$ cat src/rtl/route_loader.sv
// route_loader: turns add / delete / clear-all route commands into TCAM
// write-port transactions while keeping a shadow of each slot's valid bit,
// canonical prefix and length.
// Optional build macro: ROUTE_LOADER_EARLY_EXIT_EN ends the slot scan on the
// first matching slot instead of always walking the whole table.
module route_loader #(
  parameter int SIZE  = 32,
  parameter int WIDTH = 32
) (
  input  logic                 clk,
  input  logic                 rst,
  input  logic                 cmd_valid,
  output logic                 cmd_ready,
  input  logic [1:0]           cmd_op,
  input  logic [WIDTH-1:0]     cmd_prefix,
  input  logic [7:0]           cmd_len,
  input  logic [3:0]           cmd_if,
  output logic                 rsp_valid,
  output logic [1:0]           rsp_status,
  output logic [7:0]           rsp_index,
  output logic                 wr_en,
  output logic [7:0]           wr_index,
  output logic [2*WIDTH+4:0]   wr_data,
  output logic [7:0]           entries_used
);

  localparam int IW = (SIZE > 1) ? $clog2(SIZE) : 1;
  localparam int DW = 2 * WIDTH + 5;
  localparam logic [IW-1:0] LAST_IDX = IW'(SIZE - 1);

`ifdef ROUTE_LOADER_EARLY_EXIT_EN
  localparam bit EARLY_EXIT = 1'b1;
`else
  localparam bit EARLY_EXIT = 1'b0;
`endif

  localparam logic [1:0] OP_ADD  = 2'b00;
  localparam logic [1:0] OP_DEL  = 2'b01;
  localparam logic [1:0] OP_CLR  = 2'b10;
  localparam logic [1:0] OP_RSVD = 2'b11;

  localparam logic [1:0] ST_OK       = 2'b00;
  localparam logic [1:0] ST_FULL     = 2'b01;
  localparam logic [1:0] ST_NOTFOUND = 2'b10;
  localparam logic [1:0] ST_BAD      = 2'b11;

  typedef enum logic [2:0] {IDLE, SCAN, WRITE, CLEAR, RESP} state_t;

  // Netmask with len ones from the MSB; len equal to WIDTH gives all ones.
  function automatic logic [WIDTH-1:0] len_mask(input logic [7:0] len);
    len_mask = ~({WIDTH{1'b1}} >> len);
  endfunction

  state_t            state_q, state_d;
  logic [1:0]        op_q, op_d;
  logic [WIDTH-1:0]  prefix_q, prefix_d;
  logic [7:0]        len_q, len_d;
  logic [3:0]        if_q, if_d;
  logic [IW-1:0]     scan_idx_q, scan_idx_d;
  logic              found_match_q, found_match_d;
  logic              found_free_q, found_free_d;
  logic [IW-1:0]     match_idx_q, match_idx_d;
  logic [IW-1:0]     free_idx_q, free_idx_d;
  logic [1:0]        pend_status_q, pend_status_d;
  logic [7:0]        pend_index_q, pend_index_d;
  logic              rsp_valid_q, rsp_valid_d;
  logic [1:0]        rsp_status_q, rsp_status_d;
  logic [7:0]        rsp_index_q, rsp_index_d;
  logic              wr_en_q, wr_en_d;
  logic [7:0]        wr_index_q, wr_index_d;
  logic [DW-1:0]     wr_data_q, wr_data_d;
  logic [7:0]        entries_q, entries_d;
  logic [SIZE-1:0]   shadow_valid_q, shadow_valid_d;
  logic [WIDTH-1:0]  shadow_prefix_q [SIZE];
  logic [WIDTH-1:0]  shadow_prefix_d [SIZE];
  logic [7:0]        shadow_len_q [SIZE];
  logic [7:0]        shadow_len_d [SIZE];

  logic              cur_match, cur_free, any_match, any_free, scan_last;
  logic [IW-1:0]     hit_idx, free_sel, next_idx;

  // Per-slot scan results, folded with what earlier scan cycles recorded.
  assign cur_match = shadow_valid_q[scan_idx_q] &&
                     (shadow_prefix_q[scan_idx_q] == prefix_q) &&
                     (shadow_len_q[scan_idx_q] == len_q);
  assign cur_free  = !shadow_valid_q[scan_idx_q];
  assign any_match = found_match_q || cur_match;
  assign any_free  = found_free_q || cur_free;
  assign hit_idx   = found_match_q ? match_idx_q : scan_idx_q;
  assign free_sel  = found_free_q ? free_idx_q : scan_idx_q;
  assign next_idx  = scan_idx_q + 1'b1;
  assign scan_last = (scan_idx_q == LAST_IDX) || (EARLY_EXIT && cur_match);

  // Next-state, shadow-table and registered-output computation.
  always_comb begin
    state_d         = state_q;
    op_d            = op_q;
    prefix_d        = prefix_q;
    len_d           = len_q;
    if_d            = if_q;
    scan_idx_d      = scan_idx_q;
    found_match_d   = found_match_q;
    found_free_d    = found_free_q;
    match_idx_d     = match_idx_q;
    free_idx_d      = free_idx_q;
    pend_status_d   = pend_status_q;
    pend_index_d    = pend_index_q;
    entries_d       = entries_q;
    shadow_valid_d  = shadow_valid_q;
    shadow_prefix_d = shadow_prefix_q;
    shadow_len_d    = shadow_len_q;
    rsp_valid_d     = 1'b0;
    rsp_status_d    = 2'b00;
    rsp_index_d     = 8'd0;
    wr_en_d         = 1'b0;
    wr_index_d      = 8'd0;
    wr_data_d       = '0;

    case (state_q)
      IDLE: begin
        if (cmd_valid) begin
          op_d          = cmd_op;
          len_d         = cmd_len;
          if_d          = cmd_if;
          prefix_d      = cmd_prefix & len_mask(cmd_len);
          scan_idx_d    = '0;
          found_match_d = 1'b0;
          found_free_d  = 1'b0;
          if (cmd_op == OP_RSVD || cmd_len > 8'(WIDTH)) begin
            state_d      = RESP;
            rsp_valid_d  = 1'b1;
            rsp_status_d = ST_BAD;
          end else if (cmd_op == OP_CLR) begin
            state_d           = CLEAR;
            wr_en_d           = 1'b1;
            wr_index_d        = 8'd0;
            shadow_valid_d[0] = 1'b0;
          end else begin
            state_d = SCAN;
          end
        end
      end

      SCAN: begin
        if (cur_match && !found_match_q) begin
          found_match_d = 1'b1;
          match_idx_d   = scan_idx_q;
        end
        if (cur_free && !found_free_q) begin
          found_free_d = 1'b1;
          free_idx_d   = scan_idx_q;
        end
        if (scan_last) begin
          state_d       = WRITE;
          pend_status_d = ST_OK;
          pend_index_d  = 8'd0;
          if (op_q == OP_ADD) begin
            if (any_match) begin
              wr_en_d      = 1'b1;
              wr_index_d   = 8'(hit_idx);
              wr_data_d    = {1'b1, if_q, len_mask(len_q), prefix_q};
              pend_index_d = 8'(hit_idx);
            end else if (any_free) begin
              wr_en_d                   = 1'b1;
              wr_index_d                = 8'(free_sel);
              wr_data_d                 = {1'b1, if_q, len_mask(len_q), prefix_q};
              pend_index_d              = 8'(free_sel);
              shadow_valid_d[free_sel]  = 1'b1;
              shadow_prefix_d[free_sel] = prefix_q;
              shadow_len_d[free_sel]    = len_q;
              if (entries_q != 8'hFF) entries_d = entries_q + 8'd1;
            end else begin
              pend_status_d = ST_FULL;
            end
          end else if (op_q == OP_DEL) begin
            if (any_match) begin
              wr_en_d                 = 1'b1;
              wr_index_d              = 8'(hit_idx);
              pend_index_d            = 8'(hit_idx);
              shadow_valid_d[hit_idx] = 1'b0;
              if (entries_q != 8'd0) entries_d = entries_q - 8'd1;
            end else begin
              pend_status_d = ST_NOTFOUND;
            end
          end
        end else begin
          scan_idx_d = next_idx;
        end
      end

      WRITE: begin
        state_d      = RESP;
        rsp_valid_d  = 1'b1;
        rsp_status_d = pend_status_q;
        rsp_index_d  = pend_index_q;
      end

      CLEAR: begin
        if (scan_idx_q == LAST_IDX) begin
          state_d      = RESP;
          rsp_valid_d  = 1'b1;
          rsp_status_d = ST_OK;
          entries_d    = 8'd0;
        end else begin
          scan_idx_d               = next_idx;
          wr_en_d                  = 1'b1;
          wr_index_d               = 8'(next_idx);
          shadow_valid_d[next_idx] = 1'b0;
        end
      end

      RESP: begin
        state_d = IDLE;
      end

      default: begin
        state_d = IDLE;
      end
    endcase
  end

  // State and output registers; reset aborts any operation but leaves the
  // shadow prefix/length storage untouched since the valid bits gate it.
  always_ff @(posedge clk) begin
    if (rst) begin
      state_q        <= IDLE;
      op_q           <= 2'b00;
      prefix_q       <= '0;
      len_q          <= 8'd0;
      if_q           <= 4'd0;
      scan_idx_q     <= '0;
      found_match_q  <= 1'b0;
      found_free_q   <= 1'b0;
      match_idx_q    <= '0;
      free_idx_q     <= '0;
      pend_status_q  <= 2'b00;
      pend_index_q   <= 8'd0;
      rsp_valid_q    <= 1'b0;
      rsp_status_q   <= 2'b00;
      rsp_index_q    <= 8'd0;
      wr_en_q        <= 1'b0;
      wr_index_q     <= 8'd0;
      wr_data_q      <= '0;
      entries_q      <= 8'd0;
      shadow_valid_q <= '0;
    end else begin
      state_q         <= state_d;
      op_q            <= op_d;
      prefix_q        <= prefix_d;
      len_q           <= len_d;
      if_q            <= if_d;
      scan_idx_q      <= scan_idx_d;
      found_match_q   <= found_match_d;
      found_free_q    <= found_free_d;
      match_idx_q     <= match_idx_d;
      free_idx_q      <= free_idx_d;
      pend_status_q   <= pend_status_d;
      pend_index_q    <= pend_index_d;
      rsp_valid_q     <= rsp_valid_d;
      rsp_status_q    <= rsp_status_d;
      rsp_index_q     <= rsp_index_d;
      wr_en_q         <= wr_en_d;
      wr_index_q      <= wr_index_d;
      wr_data_q       <= wr_data_d;
      entries_q       <= entries_d;
      shadow_valid_q  <= shadow_valid_d;
      shadow_prefix_q <= shadow_prefix_d;
      shadow_len_q    <= shadow_len_d;
    end
  end

  assign cmd_ready    = (state_q == IDLE);
  assign rsp_valid    = rsp_valid_q;
  assign rsp_status   = rsp_status_q;
  assign rsp_index    = rsp_index_q;
  assign wr_en        = wr_en_q;
  assign wr_index     = wr_index_q;
  assign wr_data      = wr_data_q;
  assign entries_used = entries_q;

endmodule

$ cat config.mk
export PLATFORM = sky130hd
export DESIGN_NAME = route_loader
export DESIGN_NICKNAME = d
export VERILOG_FILES = /design/src/rtl/route_loader.sv
export SDC_FILE = /design/constraint.sdc
export NUM_CORES = 2
export LEC_CHECK = 0
export CAP_MARGIN = 10
export CORE_AREA = 10 10 340 342
export CTS_BUF_LIST = sky130_fd_sc_hd__clkbuf_16
export CTS_CLUSTER_DIAMETER = 200
export DETAILED_ROUTE_END_ITERATION = 10
export DIE_AREA = 0 0 350 352
export MAX_ROUTING_LAYER = met4
export PLACE_DENSITY = 0.8
export SETUP_SLACK_MARGIN = 0.15
export SLEW_MARGIN = 20
export SYNTH_ARGS = -nofsm -noshare
export SYNTH_HDL_FRONTEND = slang
export SYNTH_SLANG_ARGS = --single-unit
export TNS_END_PERCENT = 100
$ cat constraint.sdc
create_clock -name clk -period 11.85 [get_ports clk]
set_input_delay 1.7775 -clock clk [delete_from_list [all_inputs] [get_ports clk]]
set_output_delay 1.7775 -clock clk [all_outputs]
set_load 0.1 [all_outputs]
# [Word level (Yosys, flattened, before mapping)]
# Cells that the tools add are included.
[op_classes] n_addsub=3 n_lt_le_gt_ge=11 n_eq_ne=25 shifts=2 n_mux=91 bitwise=16 reduce_logical=36
[op_table] operator="$bwmux 1024" n=1
[op_table] operator="$mux 32" n=10
[op_table] operator="$bwmux 256" n=1
[op_table] operator="$bmux 32 s5" n=1
[op_table] operator="$demux 32 s5" n=1
[op_table] operator="$mux 69" n=2
[op_table] operator="$not 32->32" n=4
[op_table] operator="$mux 8" n=14
[op_table] operator="$and 32x32->32" n=3
[op_table] operator="$shr 32x8->32 const A" n=2
[op_table] operator="$pmux 31 s2" n=1
[op_table] operator="$mux 5" n=9
[op_table] operator="$bmux 8 s5" n=1
[op_table] operator="$demux 8 s5" n=1
[op_table] operator="$eq 32x32->1" n=1
[op_table] operator="$or 32x32->32" n=1
[op_table] operator="$pmux 8 s2" n=2
[op_table] operator="$mux 1" n=25
[op_table] operator="$lt 5x6->1 const B" n=4
[op_table] operator="$ne 3x3->1 const B" n=6
[op_table] operator="$ne 2x2->1 const B" n=8
[op_table] operator="$demux 1 s5" n=3
[op_table] operator="$ge 5x1->1 const B" n=3
[op_table] operator="$ge 6x6->1 const B" n=2
[op_table] operator="other kinds (39)" n=78
[word_totals] reg_bits=1485 in_bits=49 out_inout_bits=98 word_cells=269

# [Depth between registers and ports, before layout]
[logic_depth] word_depth=13 mapped_depth=19 depth_no_buf=12

# [Least setup slack after synthesis]
# No wires, ideal clock.
[synth_path] path_type="register -> register" startpoint="register scan_idx_q[1]" endpoint="register shadow_len_q[152] in the netlist's numbering, enable pin" arrival_time_ns=4.907 t_required_ns=11.412 setup_slack_ns=6.505 stages_incl_launch_ff=19 n_path_buf=8 synth_period_minus_slack_ns=5.345 path_cell_list="dfxtp_1 -> buf_4 -> buf_8 -> buf_6 -> buf_6 -> buf_4 -> buf_6 -> buf_2 -> mux2i_1 -> a22oi_1 -> nand3_1 -> nand3_1 -> xor2_1 -> nor2_1 -> nand4_2 -> o21ai_4 -> or4_1 -> buf_2 -> nor2_1"
[synth_via] elab_chain_cells=10 word_cells_on_any_way=19 cone_classes="eq/ne: 3; mux: 8; bitwise: 2; reduce/logical: 6"
[synth_lines] element="from (decl)" line="59" rtl="logic [IW-1:0] scan_idx_q, scan_idx_d;"
[synth_lines] element="from (signal assigned)" line="252" rtl="scan_idx_q <= scan_idx_d;"
[synth_lines] element="$not 5->6 (implied by the code)" line="84, 85"
[synth_lines] element="$bmux 32 s5" line="84" rtl="(shadow_prefix_q[scan_idx_q] == prefix_q) &&"
[synth_lines] element="$mux 32 (implied by the code) (2 in series)" line="84"
[synth_lines] element="$eq 32x32->1" line="84"
[synth_lines] element="$logic_and 1x1->1" line="83" rtl="assign cur_match = shadow_valid_q[scan_idx_q] &&"
[synth_lines] element="$logic_and 1x1->1" line="84"
[synth_lines] element="$logic_or 1x1->1" line="87" rtl="assign any_match = found_match_q || cur_match;"
[synth_lines] element="$not 1->1 (no line)"
[synth_lines] element="$reduce_and 6->1 (no line) *"
[synth_lines] element="to (signal assigned)" line="268" rtl="shadow_len_q <= shadow_len_d;"
[synth_lines] element="to (decl)" line="76" rtl="logic [7:0] shadow_len_q [SIZE];"
# Every way passes the cells marked *; elsewhere a longest branch is shown, timed or not. The select of a mux whose other input is x is not followed.
# A chain may end at the register's enable or synchronous reset.

# [Final worst setup path]
[layout_path] startpoint="register scan_idx_q[2]" endpoint="register shadow_prefix_q[594] in the netlist's numbering, enable pin"
[layout_via] elab_chain_cells=10 word_cells_on_any_way=19 cone_classes="eq/ne: 3; mux: 8; bitwise: 2; reduce/logical: 6"
[layout_lines] element="$not 5->6 (implied by the code)" line="84, 85"
[layout_lines] element="$bmux 32 s5" line="84"
[layout_lines] element="$mux 32 (implied by the code) (2 in series)" line="84"
[layout_lines] element="$eq 32x32->1" line="84"
[layout_lines] element="$logic_and 1x1->1" line="83"
[layout_lines] element="$logic_and 1x1->1" line="84"
[layout_lines] element="$logic_or 1x1->1" line="87"
[layout_lines] element="$not 1->1 (no line)"
[layout_lines] element="$reduce_and 6->1 (no line) *"
[layout_lines] element="to (signal assigned)" line="267" rtl="shadow_prefix_q <= shadow_prefix_d;"
[layout_lines] element="to (decl)" line="74" rtl="logic [WIDTH-1:0] shadow_prefix_q [SIZE];"
# Marks and branches as above.

==> results_dict.tcl <==
set metrics [dict create \
    synth_edf_count 1280 \
    internal-power_uw 8320 \
    ios 147 \
    drtIter0Drc 5538 \
    seqPwrFrac_pct 54.1 \
    clkLatencyLatePin_ns 0.77 \
    period_needed_ns 7.16 \
    drc 0 \
    netlist_area_mm2 0.0594 \
    setup_viol 0 \
    end_kind "register" \
    cts_setup_buffers 0 \
    finalCritPeriodShare_pct 60.4 \
    antenna_found_initial 3 \
    hold_viol 0 \
    numClockSinks 1476 \
    cp.arrival_ns 7.59 \
    skew_ns 0.0409 \
    grt.total_usage_pct 27.1 \
    post-dp-hpwl_um 96500 \
    htree_levels 4 \
    grt_first_pass_wirelength_um 241000 \
    routed_wirelength_um 166000 \
    p_leak_uw 0.0208 \
    post-synth-top-count-cell "edfxtp_1" \
    drtPass1Iterations 6 \
    max_slew_margin_pct 18.7 \
    pwr_density_cell_mw_per_mm2 157 \
    drv_slew 0 \
    cts_resized 0 \
    cts.path.max_buffers 3 \
    grt_max_degree 138 \
    power_switching_uw 2230 \
    syn_inst 3731 \
    cap_violations 0 \
    max_clock_freq_ghz 0.140 \
    cts_buffers 144 \
    ant_nets 0 \
    cts_hold_buf 0 \
    vias_per_cell 6.69 \
    synthTopCellsByCount "edfxtp_1, mux2i_1, nand2_1" \
    areaGrowthSynthToFinish_pct 13.1 \
    rsz0062_at_grt "false" \
    async_reset_ff_share_pct 0 \
    tritoncts "yes" \
    die_w_um 350 \
    coreArea_mm2 0.109 \
    grt_remaining_overflow 0 \
    place_inst 5161 \
    cts-root-buf "clkbuf_16" \
    p_total_uw 10500 \
    start_kind "register" \
    ys_ff_latch 1476 \
    yosys.area.top_type "edfxtp_1" \
    status "complete, no violations" \
    gp_congestion 0.939 \
    p_clk_share_pct 42.6 \
    yosysWarnings 0 \
    rows 121 \
    clk_pin_slew_ns 0.06 \
    crit_type "reg2reg" \
    vias 36300 \
    grt_pass1_vias 35600 \
    port_buffers 140 \
    worst_pin_slew_ns 1.20 \
    ir_drop_mv 0.160 \
    die_h_um 352 \
    fp.dieArea_mm2 0.123 \
    synthTopCellsByArea "edfxtp_1, mux2i_1, dfxtp_1" \
    cp.required_ns 12.28 \
    swShare_pct 21.1 \
    synth_ff_type "edfxtp_1" \
    instances_no_fill 5430 \
    drive_gt1_share_pct 13.2 \
    ys_seq_area_share_pct 71.3 \
    tns_ns 0 \
    pwr-share-comb_pct 3.2 \
    avgRoutedWirePerCell_um 30.6 \
    hold_path.class "reg2reg" \
    yosys.cell_types.count 82 \
    nets 3954 \
    crit_fanout 45 \
    yosysTopAreaCellShare_pct 64.7 \
    synth.avg_cell_area_um2 15.9 \
    start_util_pct 54.7 \
]
## routing by layer
metal  GRT usage (%)  vias to the layer above  part of all wire [%]
met5               -                        -                     0
met4            10.7                        0                   4.2
met3            6.69                      476                    13
met2            41.6                     2819                    47
met1            34.5                    18100                    36
li1                -                    15000                     -
## flip-flops by register name, indices dropped and copies added (netlist names), 3 cells and up
| register | cells |
|---|---|
| scan_idx_q | 5 |
| wr_index | 5 |
| len_q | 8 |
| shadow_len_q | 256 |
| wr_data | 69 |
| rsp_index | 5 |
| shadow_prefix_q | 1024 |
| pend_index_q | 5 |
| prefix_q | 32 |
| entries_used | 8 |
| shadow_valid_q | 32 |
| free_idx_q | 5 |
| match_idx_q | 5 |
| state_q | 3 |
| if_q | 4 |
## metrics by stage
step	util [%]	instance area [µm²]	hold WS, ns	worst slack, ns
2_1_floorplan	-	59400	0.430	6.51
3_3_place_gp	57.6	62500	0.436	4.99
3_5_place_dp	57.6	62500	0.447	4.87
4_1_cts	61.8	67100	0.457	4.85
5_1_grt	61.8	67100	0.471	4.58
6_report	61.9	67100	0.455	4.69
## power groups by stage
stage / sequential, µW / combinational (µW) / clock, µW
6_report: 5710 / 342 / 4490
5_1_grt: 5710 / 355 / 4710
4_1_cts: 5710 / 329 / 4510
3_5_place_dp: 5820 / 327 / 0
3_3_place_gp: 5820 / 318 / 0
2_1_floorplan: 5860 / 126 / 0
## worst max-delay path, cell delays in order, from the launching register on
cell	delay, ns
dfxtp_4	0.67
buf_4	0.70
nor2b_4	0.28
buf_4	0.36
a22oi_1	0.28
a21oi_1	0.14
nor4_1	0.78
xnor2_1	0.20
nand2_1	0.08
a2111oi_1	0.86
nand4_2	0.53
o21ai_4	0.42
or4_1	0.69
nor2_4	0.31
buf_4	0.40
## cells in the final DEF, fill, tap and decap left out, types with 14 or more instances in the layout
master / synthesis / layout
edfxtp_1: 1280 / 1280
mux2i_1: 453 / 453
nand2_1: 210 / 210
dfxtp_1: 196 / 188
a21oi_1: 187 / 187
a22oi_1: 184 / 184
clkbuf_16: 0 / 148
clkdlybuf4s50_1: 0 / 139
nand3_1: 124 / 124
mux4_2: 117 / 117
nor2_1: 152 / 115
buf_4: 39 / 103
o21ai_0: 59 / 59
o211ai_1: 56 / 56
inv_1: 13 / 46
and2_1: 48 / 46
nor2b_1: 48 / 41
xnor2_1: 36 / 36
nor2_4: 0 / 34
clkinv_1: 2 / 33
o22ai_1: 30 / 30
nor3_1: 24 / 23
mux2_2: 21 / 21
nor4_1: 20 / 20
clkinv_2: 0 / 20
nand4_1: 19 / 19
a31oi_1: 15 / 15
a221oi_1: 14 / 14
## cells by family (layout without fill, tap and decap cells)
logic type	after synthesis	in the layout	synth area share, %
DFF	1476	1476	71.3
other	1	10	0.00632
buffers and inverters	252	528	2.25
muxes	592	592	12.5
xor gates and xnor gates	45	45	0.664
AOI/OAI and AO/OA	640	640	7.18
adders and majority gates	12	12	0.266
and+or+nand+nor	713	713	5.81
## worst paths after layout
path,endpoint,from,slack (ns),depth (start not counted)
worst max-delay path,shadow_prefix_q[594],scan_idx_q[2],4.69,14
worst min-delay path,if_q[0],if_q[0],0.46,2
worst max register to register,shadow_prefix_q[594],scan_idx_q[2],4.69,14
worst min register to register,if_q[0],if_q[0],0.46,2
## area by class of cell
type | instances | area [µm²]
Antenna cell | 4 | 10.0
Clock buffer | 148 | 3700
Clock inverter | 117 | 933
Fill cell | 7330 | 41400
Inverter | 17 | 63.8
Multi-Input combinational cell | 2008 | 16000
Sequential cell | 1476 | 42400
Tap cell | 1414 | 1770
Timing Repair Buffer | 246 | 2240
Note: power is estimated with default switching activity, not from simulation.
